===== src/rtl/uart_pkg.sv =====
// Shared UART definitions used by both the receiver and the transmitter.
//   uart_rx_state_t   receiver FSM state encoding
//   UART_IDLE_LEVEL   level of an idle line / stop bit
//   UART_START_LEVEL  level of a start bit
package uart_pkg;

   typedef enum logic [2:0] {
      IDLE,
      START,
      DATA,
      STOP,
      RECOVER
   } uart_rx_state_t;

   localparam logic UART_IDLE_LEVEL  = 1'b1;
   localparam logic UART_START_LEVEL = 1'b0;

endpackage : uart_pkg


===== src/rtl/uart_sync.sv =====
// Two-flop synchronizer for the asynchronous serial line.
//   clk    in  clock
//   reset  in  synchronous active-high reset; both flops reset to the idle level
//   d_i    in  asynchronous serial input
//   q_o    out synchronized serial line
module uart_sync
   import uart_pkg::*;
(
   input  logic clk,
   input  logic reset,
   input  logic d_i,
   output logic q_o
);

   logic meta_q;
   logic sync_q;

   // Resetting to the idle level keeps the receiver from seeing a false start bit.
   always_ff @(posedge clk) begin
      if (reset) begin
         meta_q <= UART_IDLE_LEVEL;
         sync_q <= UART_IDLE_LEVEL;
      end else begin
         meta_q <= d_i;
         sync_q <= meta_q;
      end
   end

   assign q_o = sync_q;

endmodule : uart_sync


===== src/rtl/uart_rx.sv =====
// Oversampling UART receiver: 1 start bit, WIDTH data bits LSB first, 1 stop bit.
//   clk       in  clock
//   reset     in  synchronous active-high reset
//   dataIn    in  asynchronous serial line, idles high
//   dataOut   out last received word, stable while valid is high
//   valid     out word available on dataOut
//   ack       in  consumer accepts the word (only meaningful while valid is high)
//   frameErr  out one-cycle pulse when the stop bit is sampled low
//   overrun   out one-cycle pulse when a word completes while valid is high and ack is low
module uart_rx
   import uart_pkg::*;
#(
   parameter int unsigned WIDTH      = 8,
   parameter int unsigned OVERSAMPLE = 16
) (
   input  logic             clk,
   input  logic             reset,
   input  logic             dataIn,
   output logic [WIDTH-1:0] dataOut,
   output logic             valid,
   input  logic             ack,
   output logic             frameErr,
   output logic             overrun
);

   localparam int unsigned H     = OVERSAMPLE / 2;
   localparam int unsigned CNT_W = $clog2(OVERSAMPLE);
   localparam int unsigned IDX_W = $clog2(WIDTH) + 1;

   localparam logic [CNT_W-1:0] CNT_HALF = CNT_W'(H - 1);
   localparam logic [CNT_W-1:0] CNT_FULL = CNT_W'(OVERSAMPLE - 1);
   localparam logic [IDX_W-1:0] IDX_LAST = IDX_W'(WIDTH - 1);

   logic                 rxs;
   uart_rx_state_t       state_q;
   logic [CNT_W-1:0]     cnt_q;
   logic [IDX_W-1:0]     idx_q;
   logic [WIDTH-1:0]     shreg_q;
   logic [WIDTH-1:0]     data_q;
   logic                 valid_q;
   logic                 frame_err_q;
   logic                 overrun_q;

   uart_sync u_sync (
      .clk   (clk),
      .reset (reset),
      .d_i   (dataIn),
      .q_o   (rxs)
   );

   // Receiver FSM, bit timing counters, shift register and output handshake.
   always_ff @(posedge clk) begin
      if (reset) begin
         state_q     <= IDLE;
         cnt_q       <= '0;
         idx_q       <= '0;
         shreg_q     <= '0;
         data_q      <= '0;
         valid_q     <= 1'b0;
         frame_err_q <= 1'b0;
         overrun_q   <= 1'b0;
      end else begin
         frame_err_q <= 1'b0;
         overrun_q   <= 1'b0;

         // Consumption; a completing word in STOP overrides this below.
         if (valid_q && ack) begin
            valid_q <= 1'b0;
         end

         case (state_q)
            IDLE: begin
               if (rxs == UART_START_LEVEL) begin
                  state_q <= START;
                  cnt_q   <= '0;
               end
            end

            // Re-check the start bit at its midpoint to reject glitches.
            START: begin
               if (cnt_q == CNT_HALF) begin
                  cnt_q <= '0;
                  if (rxs == UART_START_LEVEL) begin
                     state_q <= DATA;
                     idx_q   <= '0;
                  end else begin
                     state_q <= IDLE;
                  end
               end else begin
                  cnt_q <= cnt_q + CNT_W'(1);
               end
            end

            // Sample each data bit one full bit time after the previous midpoint.
            DATA: begin
               if (cnt_q == CNT_FULL) begin
                  cnt_q   <= '0;
                  shreg_q <= (shreg_q >> 1) | (WIDTH'(rxs) << (WIDTH - 1));
                  idx_q   <= idx_q + IDX_W'(1);
                  if (idx_q == IDX_LAST) begin
                     state_q <= STOP;
                  end
               end else begin
                  cnt_q <= cnt_q + CNT_W'(1);
               end
            end

            STOP: begin
               if (cnt_q == CNT_FULL) begin
                  cnt_q <= '0;
                  if (rxs == UART_IDLE_LEVEL) begin
                     state_q <= IDLE;
                     if (!valid_q || ack) begin
                        data_q  <= shreg_q;
                        valid_q <= 1'b1;
                     end else begin
                        overrun_q <= 1'b1;
                     end
                  end else begin
                     frame_err_q <= 1'b1;
                     state_q     <= RECOVER;
                  end
               end else begin
                  cnt_q <= cnt_q + CNT_W'(1);
               end
            end

            // Hold off until the line returns idle so a break cannot start a frame.
            RECOVER: begin
               if (rxs == UART_IDLE_LEVEL) begin
                  state_q <= IDLE;
               end
            end

            default: begin
               state_q <= IDLE;
            end
         endcase
      end
   end

   assign dataOut  = data_q;
   assign valid    = valid_q;
   assign frameErr = frame_err_q;
   assign overrun  = overrun_q;

endmodule : uart_rx


===== config.mk =====
export PLATFORM = sky130hd
export DESIGN_NAME = uart_rx
export DESIGN_NICKNAME = d
export VERILOG_FILES = /design/src/rtl/uart_pkg.sv /design/src/rtl/uart_sync.sv /design/src/rtl/uart_rx.sv
export SDC_FILE = /design/constraint.sdc
export NUM_CORES = 1
export LEC_CHECK = 0
export ABC_AREA = 1
export CAP_MARGIN = 20
export CORE_MARGIN = 3
export CORE_UTILIZATION = 54
export CTS_CLUSTER_DIAMETER = 150
export DETAILED_ROUTE_END_ITERATION = 7
export PLACE_DENSITY = 0.77
export SYNTH_ARGS = -nofsm -noshare
export SYNTH_HDL_FRONTEND = slang
export SYNTH_HIERARCHICAL = 1
export SYNTH_SLANG_ARGS = --single-unit

===== constraint.sdc =====
create_clock -name clk -period 1.8 [get_ports clk]
set_input_delay 0.27 -clock clk [delete_from_list [all_inputs] [get_ports clk]]
set_output_delay 0.27 -clock clk [all_outputs]
set_load 0.03 [all_outputs]

## Word-level counts from Yosys, hierarchy flattened

Cells that the tools add are included.

- $lt $le $gt $ge: 0
- Mux-type cells: 23
- Bitwise gates (word level): 4
- Divide/modulo/power cells: 0
- Add/subtract/negate cells: 2
- Multiply operators: 0
- Shifts and indexed selects: 0
- Reductions and logical operators: 14
- Equality and inequality tests: 14

Operators by type and width:

| cell | number |
|---|---|
| $mux W3 | 7 |
| $mux W4 | 5 |
| $pmux W3 S5 | 1 |
| $ne A2 B2 Y1 const B | 6 |
| $pmux W4 S3 | 1 |
| $add A4 B1 Y4 const B | 2 |
| $eq A4 B3 Y1 const B | 2 |
| $or A7 B8 Y8 | 1 |
| $pmux W4 S2 | 1 |
| $reduce_and A4 Y1 | 2 |
| $mux W1 | 7 |
| $eq A3 B2 Y1 const B | 2 |
| $reduce_and A6 Y1 | 1 |
| $eq A4 B4 Y1 const B | 1 |
| $reduce_and A2 Y1 | 2 |
| $reduce_or A4 Y1 | 1 |
| $eq A3 B1 Y1 const B | 1 |
| $eq A3 B3 Y1 const B | 1 |
| $logic_not A3 Y1 | 1 |
| $not A1 Y1 | 3 |
| $reduce_bool A3 Y1 | 1 |
| $reduce_or A3 Y1 | 1 |
| $mux W2 | 1 |
| $ne A2 B1 Y1 const B | 1 |
| other kinds (5) | 5 |

- Memories: 0
- Bits of input ports: 4
- Output and inout bits: 11
- RAM bits: 0
- Word-level logic and storage cells: 67
- Bits in latches: 0
- Flip-flop bits (word level): 32
- ROM bits: 0

## Depth between registers and ports, before layout

Gate-level depths: netlist of the first run.

- Depth in word-level cells: 6
- Gate-level depth with buffers: 10
- Gate-level depth less buffers: 10

## Modules after synthesis

The synthesis of the first run kept the hierarchy.

By module, submodules not included:

| module | area an instance (um^2) | instances | sequential area each (um^2) | cells each |
|---|---|---|---|---|
| uart_rx | 1343.8 | 1 | 600.6 | 181 |
| uart_sync | 58.8 | 1 | 40.0 | 7 |

## Least setup slack after synthesis of the first run

OpenSTA, ideal clock, no wires.

- Path type: reg-to-reg
- Start point: register cnt_q[0]
- End point: register data_q[7] (netlist: dataOut[7])
- Library setup time: 0.116 ns
- Path slack: 0.467 ns
- Period minus slack after synthesis: 1.333 ns
- Data required time: 1.684 ns
- Path buffers: 0
- Arrival: 1.217 ns
- Stages on the path, launching flop included: 9
- Cells stage by stage: dfxtp_1 ha_1 nand3_2 nor2_2 nand2_2 nor2_8 inv_4 nor2_1 nor2_1

- Longest elaborated chain between the ends: 2

Ends and longest elaborated chain:

| element | RTL line | source |
|---|---|---|
| start, declared | uart_rx.sv:36 | `logic [CNT_W-1:0] cnt_q;` |
| start signal, assigned | uart_rx.sv:90 | `cnt_q <= cnt_q + CNT_W'(1);` |
| start signal, assigned | uart_rx.sv:104 | `cnt_q <= cnt_q + CNT_W'(1);` |
| start signal, assigned | uart_rx.sv:124 | `cnt_q <= cnt_q + CNT_W'(1);` |
| $eq A4 B4 Y1 | uart_rx.sv:109 | `if (cnt_q == CNT_FULL) begin` |
| $reduce_and A4 Y1 (no line) | -- |  |
| end signal, assigned | uart_rx.sv:114 | `data_q <= shreg_q;` |
| end, declared | uart_rx.sv:39 | `logic [WIDTH-1:0] data_q;` |

Every way passes these cells.
A chain may end at the register's enable or synchronous reset.

## Worst setup path after layout of the first run

- Start point: register data_q[7] (netlist: dataOut[7])
- End point: output dataOut[7]

RTL lines:

| element | RTL line | source |
|---|---|---|
| end, declared | uart_rx.sv:19 | `output logic [WIDTH-1:0] dataOut,` |

No word-level cell between the ends.

==> impl_metrics.py, run 1 <==
metrics = {
    "critical_path": {
        "critical_path_class": "flop to primary output",
        "cp_slowest_cell": "clkdlybuf4s50_1",
        "slowest_delay_ps": 680,
        "worstSetupEndpointType": "primary output",
        "cp_cell_sequence": "clkdlybuf4s50_1",
        "arrival_ps": 1360,
        "critPathBufInv": 1,
        "critPathRequiredTime_ps": 1530,
        "startpoint_type": "flop",
        "crit_fanout": 2,
        "cp_top_family": "buffers and inverters",
    },
    "yosys": {
        "synthesis.nets": 194,
        "synth_seq_area_share": 0.457,
        "ys.flop_type": "dfxtp_1",
        "synth.top_cell.area_share": 0.457,
        "ys_ff_latch": 32,
        "postSynthCellCount": 188,
        "synthTopCellsByArea": "dfxtp_1 46%, nor2_1 12%, nand2_1 7.5%",
        "synthArstFlopShare": 0,
        "netlist_area_sq_mm": 0.00140,
        "syn_avg_cell_area_sq_um": 7.46,
        "synth_edf_count": 0,
        "synth_cell_types": 27,
        "yosys_warnings": 6,
        "synth_top_area_cell": "dfxtp_1",
    },
    "timing": {
        "tns_ps": 0,
        "grt_setup_unrepaired": "no",
        "setup_viol": 0,
        "fin_crit_sh": 0.903,
        "max-slew-margin-rel": 0.747,
        "hold_violations": 0,
        "finClkSkew_ps": 14.4,
        "slew_viol_final": 0,
        "period_minus_slack_ps": 1630,
        "setup_slack_ps": 174,
        "tightestPinTransition_ps": 378,
        "fmax_ghz": 0.615,
    },
    "floorplan": {
        "die_h_microns": 57.0,
        "coreArea_sq_mm": 0.00234,
        "die_x_microns": 57.0,
        "pin_count": 15,
        "rows": 17,
        "start_util": 0.599,
        "die_area_sq_mm": 0.00325,
    },
    "grt": {
        "grt_pass1_vias": 1154,
        "grt_use_total": 0.192,
        "grt_overflow": 0,
        "antenna_found_initial": 0,
        "grt_pass1_wl_microns": 4900,
        "grt_max_degree": 16,
    },
    "hold_path": {
        "hp-class": "flop to flop",
    },
    "placement": {
        "place_ws_ps": 278,
        "portBuffers": 14,
        "place_hpwl_microns": 2050,
        "place_congestion": 0.799,
    },
    "outcome": {
        "outcome": "finished clean",
    },
    "clock_tree": {
        "cts_tree": "built",
        "cts_resized": 0,
        "clock_latency_ps": 320,
        "h-tree-depth": 2,
        "numCtsBuffers": 5,
        "post_cts_buffers": 0,
        "clock-root-buffer": "clkbuf_4",
        "cts_sinks": 32,
        "clkTransAtPathRegs_ps": 90,
        "cts_buffer_depth": 2,
        "holdBufCountCts": 0,
    },
    "run": {
        "drv_cap": 0,
    },
    "layout": {
        "antenna_cells": 0,
        "drive_gt1_frac": 0.122,
        "area_growth_pct": 14.5,
        "final_nets": 213,
        "fillers": 212,
    },
    "power_and_ir_drop": {
        "peakVddDrop_uv": 738,
        "cellLeakagePower_uw": 0.000716,
        "finalPower_uw": 1510,
        "p_per_area_mw_per_mm2": 942,
    },
    "route": {
        "drc": 0,
        "vias_per_cell": 5.29,
        "drt-total-wl_microns": 2810,
        "ant_nets": 0,
        "wl_per_cell_microns": 12.1,
        "drt_iter0_markers": 37,
        "firstDrtPassIters": 4,
        "vias": 1232,
    },
}
-- final timing paths --
check	startpoint	to	slack [ps]	cells after the start
min reg2reg	u_sync/meta_q	u_sync/q_o	400	2
max reg2reg	cnt_q[0]	shreg_q[0]	240	6
max	dataOut[7]	dataOut[7]	170	1
min	u_sync/meta_q	u_sync/q_o	400	2
-- report_power, final --
part / switching (uW) / internal (uW) / leakage, uW / total, uW
registers: 58.1 / 745 / 0.000259 / 803
clock network: 213 / 130 / 0.0000230 / 344
logic: 237 / 130 / 0.000434 / 367
-- cell usage in the layout (no fill, tap or decap), types with 2 or more instances in the layout --
| cell | Yosys | final |
|---|---|---|
| nand2_1 | 28 | 28 |
| clkdlybuf4s50_1 | 0 | 14 |
| buf_4 | 1 | 3 |
| dfxtp_1 | 32 | 32 |
| clkbuf_4 | 0 | 5 |
| nor2_2 | 5 | 5 |
| nand3_2 | 3 | 3 |
| nand2_2 | 4 | 4 |
| o21ai_0 | 19 | 19 |
| inv_1 | 15 | 15 |
| nand3_1 | 6 | 6 |
| nor2_1 | 46 | 46 |
| ha_1 | 2 | 2 |
| a21oi_1 | 9 | 9 |
| nor3_1 | 3 | 3 |
-- flip-flops by register name, indices dropped and copies added, names as in the netlist --
| register | flops |
|---|---|
| cnt_q | 4 |
| dataOut | 8 |
| frameErr | 1 |
| idx_q | 4 |
| overrun | 1 |
| shreg_q | 8 |
| state_q | 3 |
| u_sync/meta_q | 1 |
| u_sync/q_o | 1 |
| valid | 1 |
-- routing by layer --
layer  part of all wire  track usage
met3              0.044       0.0611
met2               0.51        0.320
met5                  0            0
met1               0.42        0.227
met4              0.018       0.0861
-- through the flow --
stage / hold WS, ps / instances / utilization / cell area (sq um)
5_1_grt: 436 / 233 / 0.687 / 1610
6_report: 401 / 233 / 0.687 / 1610
4_1_cts: 416 / 233 / 0.687 / 1610
2_1_floorplan: 355 / 188 / - / 1400
3_5_place_dp: 400 / 228 / 0.671 / 1570
3_3_place_gp: 398 / 228 / 0.671 / 1570
-- kinds of logic after synthesis --
group	after synthesis	synth area share
compound gates	31	0.120
flops	32	0.457
simple gates	99	0.324
fa+ha+maj	2	0.0178
xor+xnor	2	0.0125
buf+inv	22	0.0696
-- Yosys cell counts, types with 2 or more instances --
| master | count |
|---|---|
| a21oi_1 | 9 |
| clkbuf_1 | 2 |
| dfxtp_1 | 32 |
| ha_1 | 2 |
| inv_1 | 15 |
| nand2_1 | 28 |
| nand2_2 | 4 |
| nand3_1 | 6 |
| nand3_2 | 3 |
| nor2_1 | 46 |
| nor2_2 | 5 |
| nor3_1 | 3 |
| o21ai_0 | 19 |
-- final cells by class --
type,count,area (sq um),area share
inverter,17,66.3,0.0413
clock buffer,5,37.5,0.0234
multi-input combinational,134,664,0.414
sequential,32,641,0.399
timing repair buffer,17,163,0.101
tap,28,35.0,0.0218
(Power assumes the default switching activity.)
==> run 2: changes to the inputs <==
--- a/config.mk
+++ b/config.mk
@@ -11,6 +11,7 @@
 export CORE_UTILIZATION = 54
 export CTS_CLUSTER_DIAMETER = 150
 export DETAILED_ROUTE_END_ITERATION = 7
+export MAX_ROUTING_LAYER = met4
 export PLACE_DENSITY = 0.77
 export SYNTH_ARGS = -nofsm -noshare
 export SYNTH_HDL_FRONTEND = slang
==> run 2 against run 1 <==
- register-to-register slack about the same
- non-clock buffer count unchanged
- fmax increased by 0.42%
- worst setup slack improved by 6.7 ps
- sequential share of layout area unchanged
- first-iteration DRC count decreased by 2.7%
- via count decreased by 0.41%
- combinational power about the same
- critical path type unchanged
- largest power group unchanged
==> impl_metrics.py, run 2 (synthesis results as in run 1) <==
metrics = {
    "critical_path": {
        "slowest_delay_ps": 670,
        "cp_top_family": "buffers and inverters",
        "cp_cell_sequence": "clkdlybuf4s50_1",
        "cp_slowest_cell": "clkdlybuf4s50_1",
        "crit_fanout": 2,
        "critPathRequiredTime_ps": 1530,
        "critPathBufInv": 1,
        "worstSetupEndpointType": "primary output",
        "arrival_ps": 1350,
        "startpoint_type": "flop",
        "critical_path_class": "flop to primary output",
    },
    "timing": {
        "fmax_ghz": 0.618,
        "whs_ps": 400,
        "period_minus_slack_ps": 1620,
        "fin_crit_sh": 0.899,
        "tns_ps": 0,
        "hold_violations": 0,
        "tightestPinTransition_ps": 378,
        "finClkSkew_ps": 14.3,
        "slew_viol_final": 0,
        "grt_setup_unrepaired": "no",
        "max-slew-margin-rel": 0.747,
        "setup_viol": 0,
    },
    "grt": {
        "grt_pass1_wl_microns": 4900,
        "grt_overflow": 0,
        "grt_use_total": 0.198,
        "grt_max_degree": 16,
        "grt_pass1_vias": 1155,
        "antenna_found_initial": 0,
    },
    "clock_tree": {
        "clock-root-buffer": "clkbuf_4",
        "cts_buffer_depth": 2,
        "numCtsBuffers": 5,
        "h-tree-depth": 2,
        "post_cts_buffers": 0,
        "holdBufCountCts": 0,
        "clkTransAtPathRegs_ps": 90,
        "cts_resized": 0,
        "cts_sinks": 32,
        "cts_tree": "built",
        "clock_latency_ps": 320,
    },
    "route": {
        "ant_nets": 0,
        "firstDrtPassIters": 4,
        "drc": 0,
        "drt-total-wl_microns": 2820,
        "drt_iter0_markers": 36,
        "wl_per_cell_microns": 12.1,
        "vias": 1227,
        "vias_per_cell": 5.27,
    },
    "placement": {
        "place_congestion": 0.811,
        "portBuffers": 14,
        "place_hpwl_microns": 2050,
    },
    "floorplan": {
        "die_h_microns": 57.0,
        "die_x_microns": 57.0,
        "die_area_sq_mm": 0.00325,
        "pin_count": 15,
        "coreArea_sq_mm": 0.00234,
        "rows": 17,
        "start_util": 0.599,
    },
    "layout": {
        "final_nets": 213,
        "final_core_util": 0.687,
        "final_cell_mix": "46 x nor2_1, 32 x dfxtp_1, 28 x nand2_1",
        "final_common_cell": "nor2_1",
        "drive_gt1_frac": 0.122,
        "antenna_cells": 0,
        "area_growth_pct": 14.5,
    },
    "power_and_ir_drop": {
        "peakVddDrop_uv": 738,
        "cellLeakagePower_uw": 0.000716,
        "finalPower_uw": 1520,
        "p_per_area_mw_per_mm2": 943,
    },
    "run": {
        "drv_cap": 0,
    },
    "outcome": {
        "outcome": "finished clean",
    },
    "hold_path": {
        "hp-class": "flop to flop",
    },
}
==> run 2: through the flow <==
| step | std cells | worst slack (ps) | cell area [sq um] |
|---|---|---|---|
| 2_1_floorplan | 188 | 467 | 1400 |
| 3_3_place_gp | 228 | 315 | 1570 |
| 3_5_place_dp | 228 | 278 | 1570 |
| 4_1_cts | 233 | 163 | 1610 |
| 5_1_grt | 233 | 95.2 | 1610 |
| 6_report | 233 | 181 | 1610 |
==> run 2: report_power, final <==
part / leakage (uW) / total [uW] / internal (uW) / switching, uW
clock network: 0.0000230 / 344 / 130 / 213
registers: 0.000259 / 803 / 745 / 58.5
logic: 0.000434 / 369 / 130 / 239
total: 0.000716 / 1520 / 1000 / 511
==> run 2: final timing paths <==
| check | from | to | slack (ps) | cells after the start |
|---|---|---|---|---|
| hold / removal | u_sync/meta_q | u_sync/q_o | 400 | 2 |
| setup / recovery | dataOut[7] | dataOut[7] | 180 | 1 |
| hold reg to reg | u_sync/meta_q | u_sync/q_o | 400 | 2 |
| setup reg to reg | cnt_q[0] | shreg_q[0] | 250 | 6 |
==> run 2: area by class of cell <==
cell class                 count  area (sq um)
fill                         212           733
multi-input combinational    134           664
inverter                      17          66.3
clock buffer                   5          37.5
timing repair buffer          17           163
tap                           28          35.0
sequential                    32           641
==> run 2: per-layer routing <==
layer | wire length [microns] | track usage | up-vias
met2 | 1430 | 0.320 | 25
met4 | 51 | 0.0861 | 0
met3 | 101 | 0.0611 | 5
met5 | 0 | - | -
li1 | - | - | 631
met1 | 1240 | 0.227 | 566
